File: src/rtl/cpu_dmem_io.sv
// CPU data-memory responder: scratch RAM plus memory-mapped event FIFO, LFSR and LED register.
// Reads are combinational from ADDR; all state updates on the rising CLK edge.
module cpu_dmem_io #(
    parameter int         RAM_DEPTH  = 192,
    parameter int         FIFO_DEPTH = 4,
    parameter logic [7:0] LFSR_SEED  = 8'hA5
) (
    input  logic       CLK,
    input  logic       RESET_L,
    input  logic [7:0] ADDR,
    input  logic [7:0] WDATA,
    input  logic       MW,
    output logic [7:0] RDATA,
    input  logic       EVT_VALID,
    input  logic [7:0] EVT_CODE,
    output logic       EN_L,
    output logic [7:0] LED,
    output logic       OVF
);

    localparam int PTR_W  = $clog2(FIFO_DEPTH);
    localparam int CNT_W  = PTR_W + 1;
    localparam int RAM_AW = (RAM_DEPTH > 1) ? $clog2(RAM_DEPTH) : 1;

    localparam logic [7:0] ADDR_FIFO   = 8'hF0;
    localparam logic [7:0] ADDR_STATUS = 8'hF1;
    localparam logic [7:0] ADDR_LFSR   = 8'hF2;
    localparam logic [7:0] ADDR_LED    = 8'hF3;

    logic [7:0]       ram     [RAM_DEPTH];
    logic [7:0]       fifoMem [FIFO_DEPTH];
    logic [PTR_W-1:0] headPtr;
    logic [PTR_W-1:0] tailPtr;
    logic [CNT_W-1:0] fifoCount;
    logic [7:0]       lfsr;

    logic ramHit;
    logic nonEmpty;
    logic fifoFull;
    logic statusWr;
    logic doPop;
    logic doPush;
    logic ovfSet;
    logic ovfClr;

    assign ramHit   = ({24'b0, ADDR} < 32'(RAM_DEPTH));
    assign nonEmpty = (fifoCount != '0);
    assign fifoFull = (fifoCount == CNT_W'(FIFO_DEPTH));
    assign statusWr = MW && (ADDR == ADDR_STATUS);
    assign doPop    = statusWr && WDATA[0] && nonEmpty;
    // A pop in the same cycle frees the slot, so a full FIFO can still accept.
    assign doPush   = EVT_VALID && (!fifoFull || doPop);
    assign ovfSet   = EVT_VALID && !doPush;
    assign ovfClr   = statusWr && WDATA[1];

    // NOTE: storage arrays carry no reset; their contents are only observed
    // through valid pointers/addresses, and a reset branch would block RAM inference.
    always_ff @(posedge CLK) begin
        if (MW && ramHit) begin
            ram[ADDR[RAM_AW-1:0]] <= WDATA;
        end
        if (doPush) begin
            fifoMem[tailPtr] <= EVT_CODE;
        end
    end

    // NOTE: sequential state uses non-blocking assignments so every register
    // samples pre-edge values regardless of statement order.
    always_ff @(posedge CLK or negedge RESET_L) begin
        if (!RESET_L) begin
            headPtr   <= '0;
            tailPtr   <= '0;
            fifoCount <= '0;
            OVF       <= 1'b0;
            EN_L      <= 1'b1;
            LED       <= 8'h00;
            lfsr      <= LFSR_SEED;
        end else begin
            if (doPush) tailPtr <= tailPtr + 1'b1;
            if (doPop)  headPtr <= headPtr + 1'b1;
            case ({doPush, doPop})
                2'b10:   fifoCount <= fifoCount + 1'b1;
                2'b01:   fifoCount <= fifoCount - 1'b1;
                default: fifoCount <= fifoCount;
            endcase

            if (ovfSet)      OVF <= 1'b1;
            else if (ovfClr) OVF <= 1'b0;

            EN_L <= !doPush;

            if (MW && (ADDR == ADDR_LED)) LED <= WDATA;

            lfsr <= {lfsr[6:0], lfsr[7] ^ lfsr[5] ^ lfsr[4] ^ lfsr[3]};
        end
    end

    // NOTE: RDATA gets a default before any branch so no path leaves it
    // unassigned, which would otherwise infer a latch.
    always_comb begin
        RDATA = 8'h00;
        if (ramHit) begin
            RDATA = ram[ADDR[RAM_AW-1:0]];
        end else begin
            case (ADDR)
                ADDR_FIFO:   RDATA = nonEmpty ? fifoMem[headPtr] : 8'h00;
                ADDR_STATUS: RDATA = {6'b0, OVF, nonEmpty};
                ADDR_LFSR:   RDATA = lfsr;
                ADDR_LED:    RDATA = LED;
                default:     RDATA = 8'h00;
            endcase
        end
    end

endmodule
File: config.mk
export PLATFORM = sky130hd
export DESIGN_NAME = cpu_dmem_io
export DESIGN_NICKNAME = d
export VERILOG_FILES = /design/src/rtl/cpu_dmem_io.sv
export SDC_FILE = /design/constraint.sdc
export NUM_CORES = 1
export LEC_CHECK = 0
export BUFFER_PORTS_ARGS = -buffer_cell sky130_fd_sc_hd__buf_2
export CAP_MARGIN = 20
export CELL_PAD_IN_SITES_DETAIL_PLACEMENT = 1
export CELL_PAD_IN_SITES_GLOBAL_PLACEMENT = 2
export CORE_MARGIN = 2
export CORE_UTILIZATION = 50
export DETAILED_ROUTE_END_ITERATION = 10
export PLACE_DENSITY_LB_ADDON = 0.1
export SLEW_MARGIN = 20
export SYNTH_ARGS = -nofsm -noshare
export SYNTH_HDL_FRONTEND = slang
export SYNTH_SLANG_ARGS = --single-unit
File: constraint.sdc
create_clock -name CLK -period 2.7 [get_ports CLK]
set_clock_uncertainty 0.15 [all_clocks]
set_input_delay 0 -clock CLK [delete_from_list [all_inputs] [get_ports CLK]]
set_output_delay 0 -clock CLK [all_outputs]
set_load 0.02 [all_outputs]
Yosys cells after proc, flatten, opt, wreduce, memory -nomap -nowiden
Memories as Yosys holds them, arrays and structs flattened.
Index checks and enable logic that the tools add are counted.

cells by class
  $add $sub $neg = 4
  $lt $le $gt $ge = 1
  eq/ne operators = 7
  muxes and demuxes = 10
  bitwise gates (word level) = 3
  reduce and logical (&&, ||, !) cells = 14

operator list
  kind                   count
  $eq A8 B8 Y1 const B   4
  $pmux W8 S4            1
  $mux W8                2
  $logic_and A1 B1 Y1    8
  $lt A8 B8 Y1 const B   1
  $mux W1                6
  $pmux W3 S2            1
  $add A2 B1 Y2 const B  2
  $reduce_bool A2 Y1     2
  $add A3 B1 Y3 const B  1
  $eq A3 B3 Y1 const B   1
  $reduce_bool A3 Y1     1
  $sub A3 B1 Y3 const B  1
  $xor A1 B1 Y1          3
  $eq A2 B1 Y1 const B   1
  $eq A2 B2 Y1 const B   1
  $logic_not A1 Y1       2
  $logic_or A1 B1 Y1     1

storage, ports and cells
  register bits = 25
  memory bits (writable) = 1,568
  input bits = 28
  output and inout bits = 18
  memories kept = 2

memories
  name     depth  bits a word  read ports  clocked after Yosys merged registers in  wr ports  RTL line  source
  ram      192    8            1           0                                        1         30        logic [7:0] ram [RAM_DEPTH];
  fifoMem  4      8            1           0                                        1         31        logic [7:0] fifoMem [FIFO_DEPTH];

Depth between registers and ports, before layout
Gate-level depths: netlist of the first run.

  depth in word-level cells = 9
  mapped depth = 12

Worst setup path before layout of the first run
OpenSTA, ideal clock, no wires.

  kind = in2reg
  from = input ADDR[2]
  to = memory ram[151][0] (enable)
  setup time = 0.370 ns
  data arrival time = 1.988 ns
  data required time = 2.180 ns
  slack = 0.192 ns
  stages = 8
  cells stage by stage = buf_2 -> nor2b_1 -> clkbuf_1 -> buf_2 -> buf_1 -> buf_1 -> nand4_1 -> nor2_1

between the ends
  word-level cells in the longest chain between the ends = 4

ends and longest elaborated chain
  what                           RTL line  source
  from (decl)                    10        input logic [7:0] ADDR,
  $lt A8 B8 Y1                   46        assign ramHit = ({24'b0, ADDR} < 32'(RAM_DEPTH));
  $logic_and A1 B1 Y1            59        if (MW && ramHit) begin
  $mux W1                        59
  $mux W1 (implied by the code)  60        ram[ADDR[RAM_AW-1:0]] <= WDATA;
  to (decl)                      30

Several ways; a longest one is shown, not always the timed one.

Worst setup path after layout of the first run
  from = memory ram[139][5]
  to = output RDATA[5]

between the ends
  word-level cells in the longest chain between the ends = 2

ends and longest elaborated chain
  what             RTL line  source
  $mem_v2 Z192 W8  --
  $mux W8          102       if (ramHit) begin
  to (decl)        13        output logic [7:0] RDATA,

No other way between the ends.

==> results.tsv, run 1 <==
stage	metric	value	unit
sta	aggregate negative setup slack	-4784	ps
route	total via count in the routed design	33740	
synthesis	Syn Nets	3028	
sta	worst rel slew slack	32.20	%
power_and_ir_drop	IR drop worst, VDD	0.6889	mV
critical_path	maximum net fanout on the critical path	1	
placement	cell area reported after detailed placement	68790	um^2
floorplan	I/O pin count	46	
global_routing	total global-route track usage	29.60	%
clocking	Clock transition at path regs	60	ps
sta	ratio of final minimum period to clock period	126.3	%
outcome	run status	finished with violations	
synthesis	distinct cell type count after synthesis	62	
synthesis	flip-flop and latch count after synthesis	1593	
synthesis	Post-synth EDFFs	1568	
finish	footprint of the flip-flops and latches	47720	um^2
synthesis	area fraction of the dominant cell type after synthesis	75.85	%
finish	Post-layout nets	3702	
synthesis	synth top area cells	sky130_fd_sc_hd__edfxtp_1 (76%), sky130_fd_sc_hd__mux4_2 (13%), sky130_fd_sc_hd__mux2i_1 (1.8%), sky130_fd_sc_hd__nor2_1 (1.4%), sky130_fd_sc_hd__a22oi_1 (1.2%)	
finish	area taken by multi-input logic gates	13820	um^2
synthesis	commonest register cell after synthesis	sky130_fd_sc_hd__edfxtp_1	
synthesis	average cell area after synthesis	20.73	um^2
power_and_ir_drop	total design power	53.66	mW
sta	Final Worst Setup Slack	-709.3	ps
placement	Post-DP HPWL	122.4	mm
synthesis	Cells after Synth	2995	
critical_path	Critical Path RT	2550	ps
clocking	TritonCTS clock tree	done	
floorplan	Core Footprint	123500	um^2
route	drc violations	0	
sta	RSZ-0062 raised after global routing	yes	
route	antenna-violating nets left	0	
power_and_ir_drop	relative contribution of combinational cells to total power	6.8	%
synthesis	Syn Std Cell Area	62080	um^2
placement	# port buffers	45	
synthesis	sequential fraction of the synthesis area	76.87	%
global_routing	vias in the first global route	35740	
route	Detailed Route Iter0 Violations	3584	
route	Via-to-Cell Ratio	6.196	
finish	commonest cells after routing, fill and taps aside	sky130_fd_sc_hd__edfxtp_1 (1568), sky130_fd_sc_hd__buf_4 (525), sky130_fd_sc_hd__mux4_2 (355), sky130_fd_sc_hd__nor2_1 (220), sky130_fd_sc_hd__clkbuf_16 (170)	
clocking	buffer levels on the longest clock path	3	
critical_path	data arrival time of the worst path	3260	ps
finish	commonest non-fill, non-tap cell in the layout	sky130_fd_sc_hd__edfxtp_1	
power_and_ir_drop	leakage dissipation	24.94	nW
synthesis	post-synthesis async set-or-reset flop share	1.569	%
power_and_ir_drop	power spent charging and discharging nets	11.86	mW
sta	minimum clock period after layout	3409	ps
clocking	Worst-Skew Late Latency	790	ps
worst_hold_path	Hold WC Path Type	input port to flop	
floorplan	Initial Util	50.28	%
global_routing	maximum number of pins on one net before global-route repair	107	
critical_path	nature of the critical path startpoint	flop	
clocking	H-tree Lvls	4	
global_routing	first-pass GRT wire length	264.9	mm
floorplan	die area	127000	um^2
outcome	violations in the final reports	negative setup slack	
critical_path	nature of the critical path endpoint	output pin	
floorplan	Die Height	356.4	um
route	total length of routed wires	183.4	mm
route	number of iterations in the first detailed-routing pass	7	
route	post-detailed-route wirelength per cell	33.69	um
sta	worst-margin pin slew	1014	ps
global_routing	overflow left after global routing	0	
critical_path	CP Class	flop to output pin	
sta	Final Max Slew Viols	0	
sta	Final setup violation count	8	
power_and_ir_drop	switching power as a share of total power	22.09	%
floorplan	floorplan row count	129	
clocking	cell at the root of the clock tree	sky130_fd_sc_hd__clkbuf_16	
clocking	setup repair bufs after CTS	0	
floorplan	x dimension of the die	356.4	um
sta	final number of hold-violating endpoints	0	
placement	final weighted congestion in routability-driven placement	0.8546	
finish	Layout Area Growth over Synthesis	20.89	%
power_and_ir_drop	Internal Power	41.81	mW
synthesis	Synth area leader	sky130_fd_sc_hd__edfxtp_1	
flow_run	number of maximum-capacitance violations	0	
clocking	clk sink count	1593	
sta	highest achievable clock rate	0.2933	GHz
synthesis	number of warnings reported in the yosys synthesis log	0	
power_and_ir_drop	Power Density	715.0	nW/um^2
finish	share of cells above drive strength 1	35.29	%
clocking	total clock buffers created by CTS	164	
power_and_ir_drop	Clock power frac	42.0	%
finish	FILL cells	10470	
power_and_ir_drop	share of power burned in registers	51.1	%
global_routing	antenna violations before repair	7	
finish	area of all placed cells without fillers	75050	um^2
[sequential cells by signal (all words and copies together), names as in the netlist]
register	flops
EN_L	1
LED	8
OVF	1
ram	1536
tailPtr	2
lfsr	8
fifoCount	3
headPtr	2
fifoMem	32
[Yosys cell counts, types with 6 or more instances]
cell / count
sky130_fd_sc_hd__a22oi_1: 96
sky130_fd_sc_hd__o22ai_1: 16
sky130_fd_sc_hd__o211ai_1: 9
sky130_fd_sc_hd__edfxtp_1: 1568
sky130_fd_sc_hd__buf_2: 43
sky130_fd_sc_hd__nor2b_1: 14
sky130_fd_sc_hd__inv_1: 9
sky130_fd_sc_hd__mux2_2: 10
sky130_fd_sc_hd__dfrtp_1: 20
sky130_fd_sc_hd__nand3_1: 47
sky130_fd_sc_hd__o21ai_0: 15
sky130_fd_sc_hd__clkbuf_1: 69
sky130_fd_sc_hd__nor3_1: 11
sky130_fd_sc_hd__buf_4: 13
sky130_fd_sc_hd__and2_1: 8
sky130_fd_sc_hd__buf_6: 29
sky130_fd_sc_hd__nand4_1: 12
sky130_fd_sc_hd__mux2i_1: 112
sky130_fd_sc_hd__a221oi_1: 16
sky130_fd_sc_hd__buf_1: 13
sky130_fd_sc_hd__a21oi_1: 46
sky130_fd_sc_hd__a31oi_1: 6
sky130_fd_sc_hd__a22o_1: 23
sky130_fd_sc_hd__mux4_2: 355
sky130_fd_sc_hd__nand2_1: 114
sky130_fd_sc_hd__a211oi_1: 11
sky130_fd_sc_hd__o2111ai_1: 7
sky130_fd_sc_hd__nor2_1: 225
[critical path, stage by stage, from the launching register on]
cell and delay [ps]:
sky130_fd_sc_hd__edfxtp_1 370, sky130_fd_sc_hd__mux4_2 480, sky130_fd_sc_hd__mux2i_1 170, sky130_fd_sc_hd__o21ai_1 110, sky130_fd_sc_hd__buf_4 160, sky130_fd_sc_hd__a221o_1 340, sky130_fd_sc_hd__nand4_1 320, sky130_fd_sc_hd__a41oi_2 200
sky130_fd_sc_hd__buf_6 180, sky130_fd_sc_hd__buf_6 120
[layer usage]
metal | vias to the layer above | part of all wire, % | track usage, %
li1 | 13800 | - | -
met1 | 18180 | 41 | 42.37
met2 | 1466 | 48 | 46.77
met3 | 285 | 7.7 | 5.361
met4 | 4 | 3.1 | 9.283
met5 | - | 0.012 | 0
[worst paths after layout]
check | slack, ps | endpoint | startpoint | cells after the start
max in group asynchronous | 2070 | lfsr[0]$_DFF_PN1_ | RESET_L | 4
max reg2reg | 620 | fifoCount[2]$_DFFE_PN0P_ | fifoCount[2]$_DFFE_PN0P_ | 6
min reg2reg | 250 | lfsr[2]$_DFF_PN1_ | lfsr[1]$_DFF_PN0_ | 0
min in group asynchronous | 90 | OVF$_DFFE_PN0P_ | RESET_L | 4
min | 80 | ram[90][6]$_DFFE_PP_ | WDATA[6] | 2
max | -710 | RDATA[5] | ram[139][5]$_DFFE_PP_ | 9
[metrics by stage]
stage / setup WS (ps) / hold slack [ps] / instances / utilization (%)
after CTS: -775.2 / 4.949 / 5443 / 60.64
after floorplan: 191.6 / -445.6 / 2995 / -
after detailed placement: -820.2 / -106.2 / 5104 / 55.71
after global placement: -724.0 / -124.4 / 5104 / 55.71
after global routing: -828.8 / 72.65 / 5443 / 60.77
final: -709.3 / 77.34 / 5445 / 60.78
[timing repair]
item	4_1_cts	5_1_grt
setup endpoints to repair	8	8
pin swaps	36	16
hold endpoints to repair	1750	0
resized for setup	86	33
hold buffers	38	0
[power by group through the flow]
stage / clock (mW) / sequential [mW] / combinational, mW
detailed placement: 0 / 28.0 / 3.49
global placement: 0 / 27.9 / 3.38
global route: 23.8 / 27.4 / 3.87
finish: 22.5 / 27.4 / 3.67
floorplan: 0 / 28.0 / 1.54
CTS: 22.9 / 27.4 / 3.66
[cells by family (layout without fill, tap and decap cells)]
logic type | Yosys count | after routing | synth area share, %
AO/OA/AOI/OAI | 274 | 274 | 3.172
flip-flops | 1593 | 1593 | 76.87
adder cells (fa/ha/maj) | 5 | 5 | 0.1129
other | 0 | 2 | 0
AND/OR/NAND/NOR | 456 | 456 | 3.128
XOR/XNOR | 8 | 8 | 0.1129
buffers and inverters | 182 | 993 | 1.741
multiplexers | 477 | 477 | 14.87
[final cells by class]
cell class	count	area share [%]
sequential	1593	63.58
antenna	2	0.006669
multi-input combinational	1220	18.41
clock buffer	198	5.809
clock inverter	105	1.257
timing repair buffer	681	8.158
tap	1637	2.729
inverter	9	0.04502
(Power assumes the default switching activity.)
==> run 2: changes to the inputs <==
- CTS_BUF_LIST: default -> sky130_fd_sc_hd__clkbuf_16
- GPL_TIMING_DRIVEN: default -> 0
==> run 2 against run 1 <==
Final cell count down 7.0%. Critical path depth is 2 lower. Largest power group unchanged. Sequential share of layout area rose by 1.4 points. Clock-buffer cell count shrank 30. The run still ends with negative setup slack left. Global-route usage increased by 8.6 points. Clock power is 2% higher. Non-clock buffer count decreased by 377. Largest cell class unchanged. Worst setup slack worse by 200 ps. Hold slack got worse by 22 ps. Utilization down 1.3 points.
==> results.tsv, run 2 (synthesis results as in run 1) <==
stage	metric	value	unit
outcome	run status	finished with violations	
outcome	violations in the final reports	negative setup slack	
sta	Final Max Slew Viols	0	
critical_path	maximum net fanout on the critical path	1	
sta	highest achievable clock rate	0.2768	GHz
clocking	H-tree Lvls	4	
global_routing	total global-route track usage	38.21	%
worst_hold_path	Min-Delay Path Depth	2	
route	drc violations	0	
clocking	buffer levels on the longest clock path	3	
critical_path	longest individual stage delay on the worst path	540	ps
floorplan	Die Height	356.4	um
clocking	Clock transition at path regs	60	ps
finish	Layout Area Growth over Synthesis	18.38	%
critical_path	depth of the most critical reg-to-reg path	7	
floorplan	die area	127000	um^2
power_and_ir_drop	IR drop worst, VDD	0.7636	mV
clocking	total clock buffers created by CTS	164	
sta	Final Worst Setup Slack	-912.2	ps
sta	Final setup violation count	440	
power_and_ir_drop	Power Density	742.0	nW/um^2
worst_hold_path	min-delay src	WDATA[7]	
critical_path	critical register-to-register path startpoint	fifoCount[2]$_DFFE_PN0P_	
floorplan	x dimension of the die	356.4	um
placement	setup slack at placement	-2929	ps
floorplan	I/O pin count	46	
clocking	TritonCTS clock tree	done	
sta	worst rel slew slack	12.22	%
critical_path	nature of the critical path endpoint	output pin	
global_routing	global routing usage on met2	55.70	%
placement	# port buffers	41	
clocking	Worst-Skew Late Latency	820	ps
sta	final number of hold-violating endpoints	0	
global_routing	busiest layer in global routing	met2	
route	Via-to-Cell Ratio	7.011	
sta	RSZ-0062 raised after global routing	yes	
finish	fraction of the core area covered by cells at the end of the flow	59.51	%
sta	minimum clock period after layout	3612	ps
route	post-detailed-route wirelength per cell	47.07	um
floorplan	floorplan row count	129	
global_routing	overflow left after global routing	0	
global_routing	first-pass GRT wire length	318.0	mm
route	total via count in the routed design	35510	
critical_path	nature of the critical path startpoint	flop	
worst_hold_path	Hold WC Path Type	input port to flop	
critical_path	CP Class	flop to output pin	
critical_path	CP most frequent cell	sky130_fd_sc_hd__mux4_2	
floorplan	Core Footprint	123500	um^2
route	number of iterations in the first detailed-routing pass	5	
clocking	cell at the root of the clock tree	sky130_fd_sc_hd__clkbuf_16	
route	Detailed Route Iter0 Violations	6484	
finish	commonest non-fill, non-tap cell in the layout	sky130_fd_sc_hd__edfxtp_1	
sta	aggregate negative setup slack	-32020	ps
global_routing	met1 GRT Util	52.66	%
finish	flip-flop count of the largest register, all copies and words added	1536	
route	antenna-violating nets left	0	
global_routing	vias in the first global route	35280	
critical_path	Critical Path RT	2550	ps
route	total length of routed wires	238.4	mm
global_routing	maximum number of pins on one net before global-route repair	129	
finish	Post-layout nets	3325	
critical_path	launch point of the critical path	ram[43][7]$_DFFE_PP_	
power_and_ir_drop	leakage dissipation	23.09	nW
sta	minimum hold slack	55.16	ps
finish	share of cells above drive strength 1	33.09	%
sta	worst-margin pin slew	1317	ps
critical_path	data arrival time of the worst path	3460	ps
global_routing	met3 Usage GRT	10.82	%
clocking	clk sink count	1593	
critical_path	slowest library cell on the worst path	sky130_fd_sc_hd__mux4_2	
floorplan	Initial Util	50.28	%
sta	ratio of final minimum period to clock period	133.8	%
finish	FILL cells	10250	
global_routing	antenna violations before repair	7	
placement	final weighted congestion in routability-driven placement	0.9478	
placement	Post-DP HPWL	153.9	mm
finish	commonest cells after routing, fill and taps aside	sky130_fd_sc_hd__edfxtp_1 (1568), sky130_fd_sc_hd__mux4_2 (355), sky130_fd_sc_hd__clkbuf_16 (168), sky130_fd_sc_hd__nor2_4 (134), sky130_fd_sc_hd__nand2_1 (110)	
flow_run	number of maximum-capacitance violations	0	
critical_path	cells along the critical path	mux4_2 -> mux4_2 -> o22ai_2 -> nor2_1 -> a21oi_4 -> o211ai_1 -> buf_4	
[run 2: changes by cell type in the layout (fill, tap and decap cells not counted), moves of 29 or more]
| cell | delta |
|---|---|
| sky130_fd_sc_hd__inv_1 | +29 |
| sky130_fd_sc_hd__nor2_2 | +48 |
| sky130_fd_sc_hd__nor2_4 | +133 |
| sky130_fd_sc_hd__buf_8 | +29 |
| sky130_fd_sc_hd__buf_12 | -51 |
| sky130_fd_sc_hd__clkbuf_2 | +34 |
| sky130_fd_sc_hd__buf_4 | -476 |
| sky130_fd_sc_hd__nor2_1 | -181 |
[run 2: per-layer routing]
| layer | up-vias | part of all wire [%] |
|---|---|---|
| met3 | 583 | 12 |
| li1 | 13090 | - |
| met1 | 19160 | 37 |
| met5 | - | 0.0084 |
| met4 | 4 | 6.2 |
| met2 | 2665 | 44 |
[run 2: layout make-up]
class	count	area, um^2	share of cell area (%)
Tap cell	1637	2048	2.787
Buffer	171	1493	2.031
Inverter	9	33.78	0.04597
Multi-Input combinational cell	1220	15120	20.57
Sequential cell	1593	47720	64.94
Timing Repair Buffer	133	1727	2.350
Antenna cell	3	7.507	0.01022
Clock buffer	168	4204	5.721
Clock inverter	130	1135	1.544
[run 2: power by group]
group / leakage [nW] / internal (mW) / total, mW / switching (mW)
logic: 5.95 / 1.24 / 4.09 / 2.85
clock network: 2.73 / 13.1 / 23.0 / 9.90
registers: 14.4 / 27.4 / 27.4 / 0.0822
[run 2: final timing paths]
path	to	slack, ps
max	RDATA[7]	-910
min	ram[159][7]$_DFFE_PP_	60
max reg2reg	fifoCount[2]$_DFFE_PN0P_	530
min reg2reg	lfsr[1]$_DFF_PN0_	250
max in group asynchronous	EN_L$_DFF_PN1_	2100
min in group asynchronous	lfsr[6]$_DFF_PN0_	70
[run 2: critical path, delay by kind of cell (launching register included)]
family / cells / cell delay (ps)
compound gates: 3 / 750
mux: 2 / 1030
buf+inv: 1 / 230
simple gates: 1 / 230
flops: 1 / 380
[run 2: repair_timing]
item / 4_1_cts / 5_1_grt
gates cloned: 0 / 0
buffers inserted: 21 / 1
pin swaps: 43 / 16
gates resized for setup: 518 / 60
hold buffers: 37 / 0
hold endpoints to repair: 1699 / 0
endpoints found under the setup margin: 1528 / 926
[run 2: through the flow]
| stage | cells | total power [mW] | instance area, um^2 |
|---|---|---|---|
| floorplan | 2995 | 29.49 | 62080 |
| global placement | 4673 | 31.43 | 64330 |
| detailed placement | 4706 | 31.60 | 65300 |
| CTS | 5060 | 54.36 | 73210 |
| global route | 5061 | 55.40 | 73480 |
| finish | 5064 | 54.52 | 73490 |
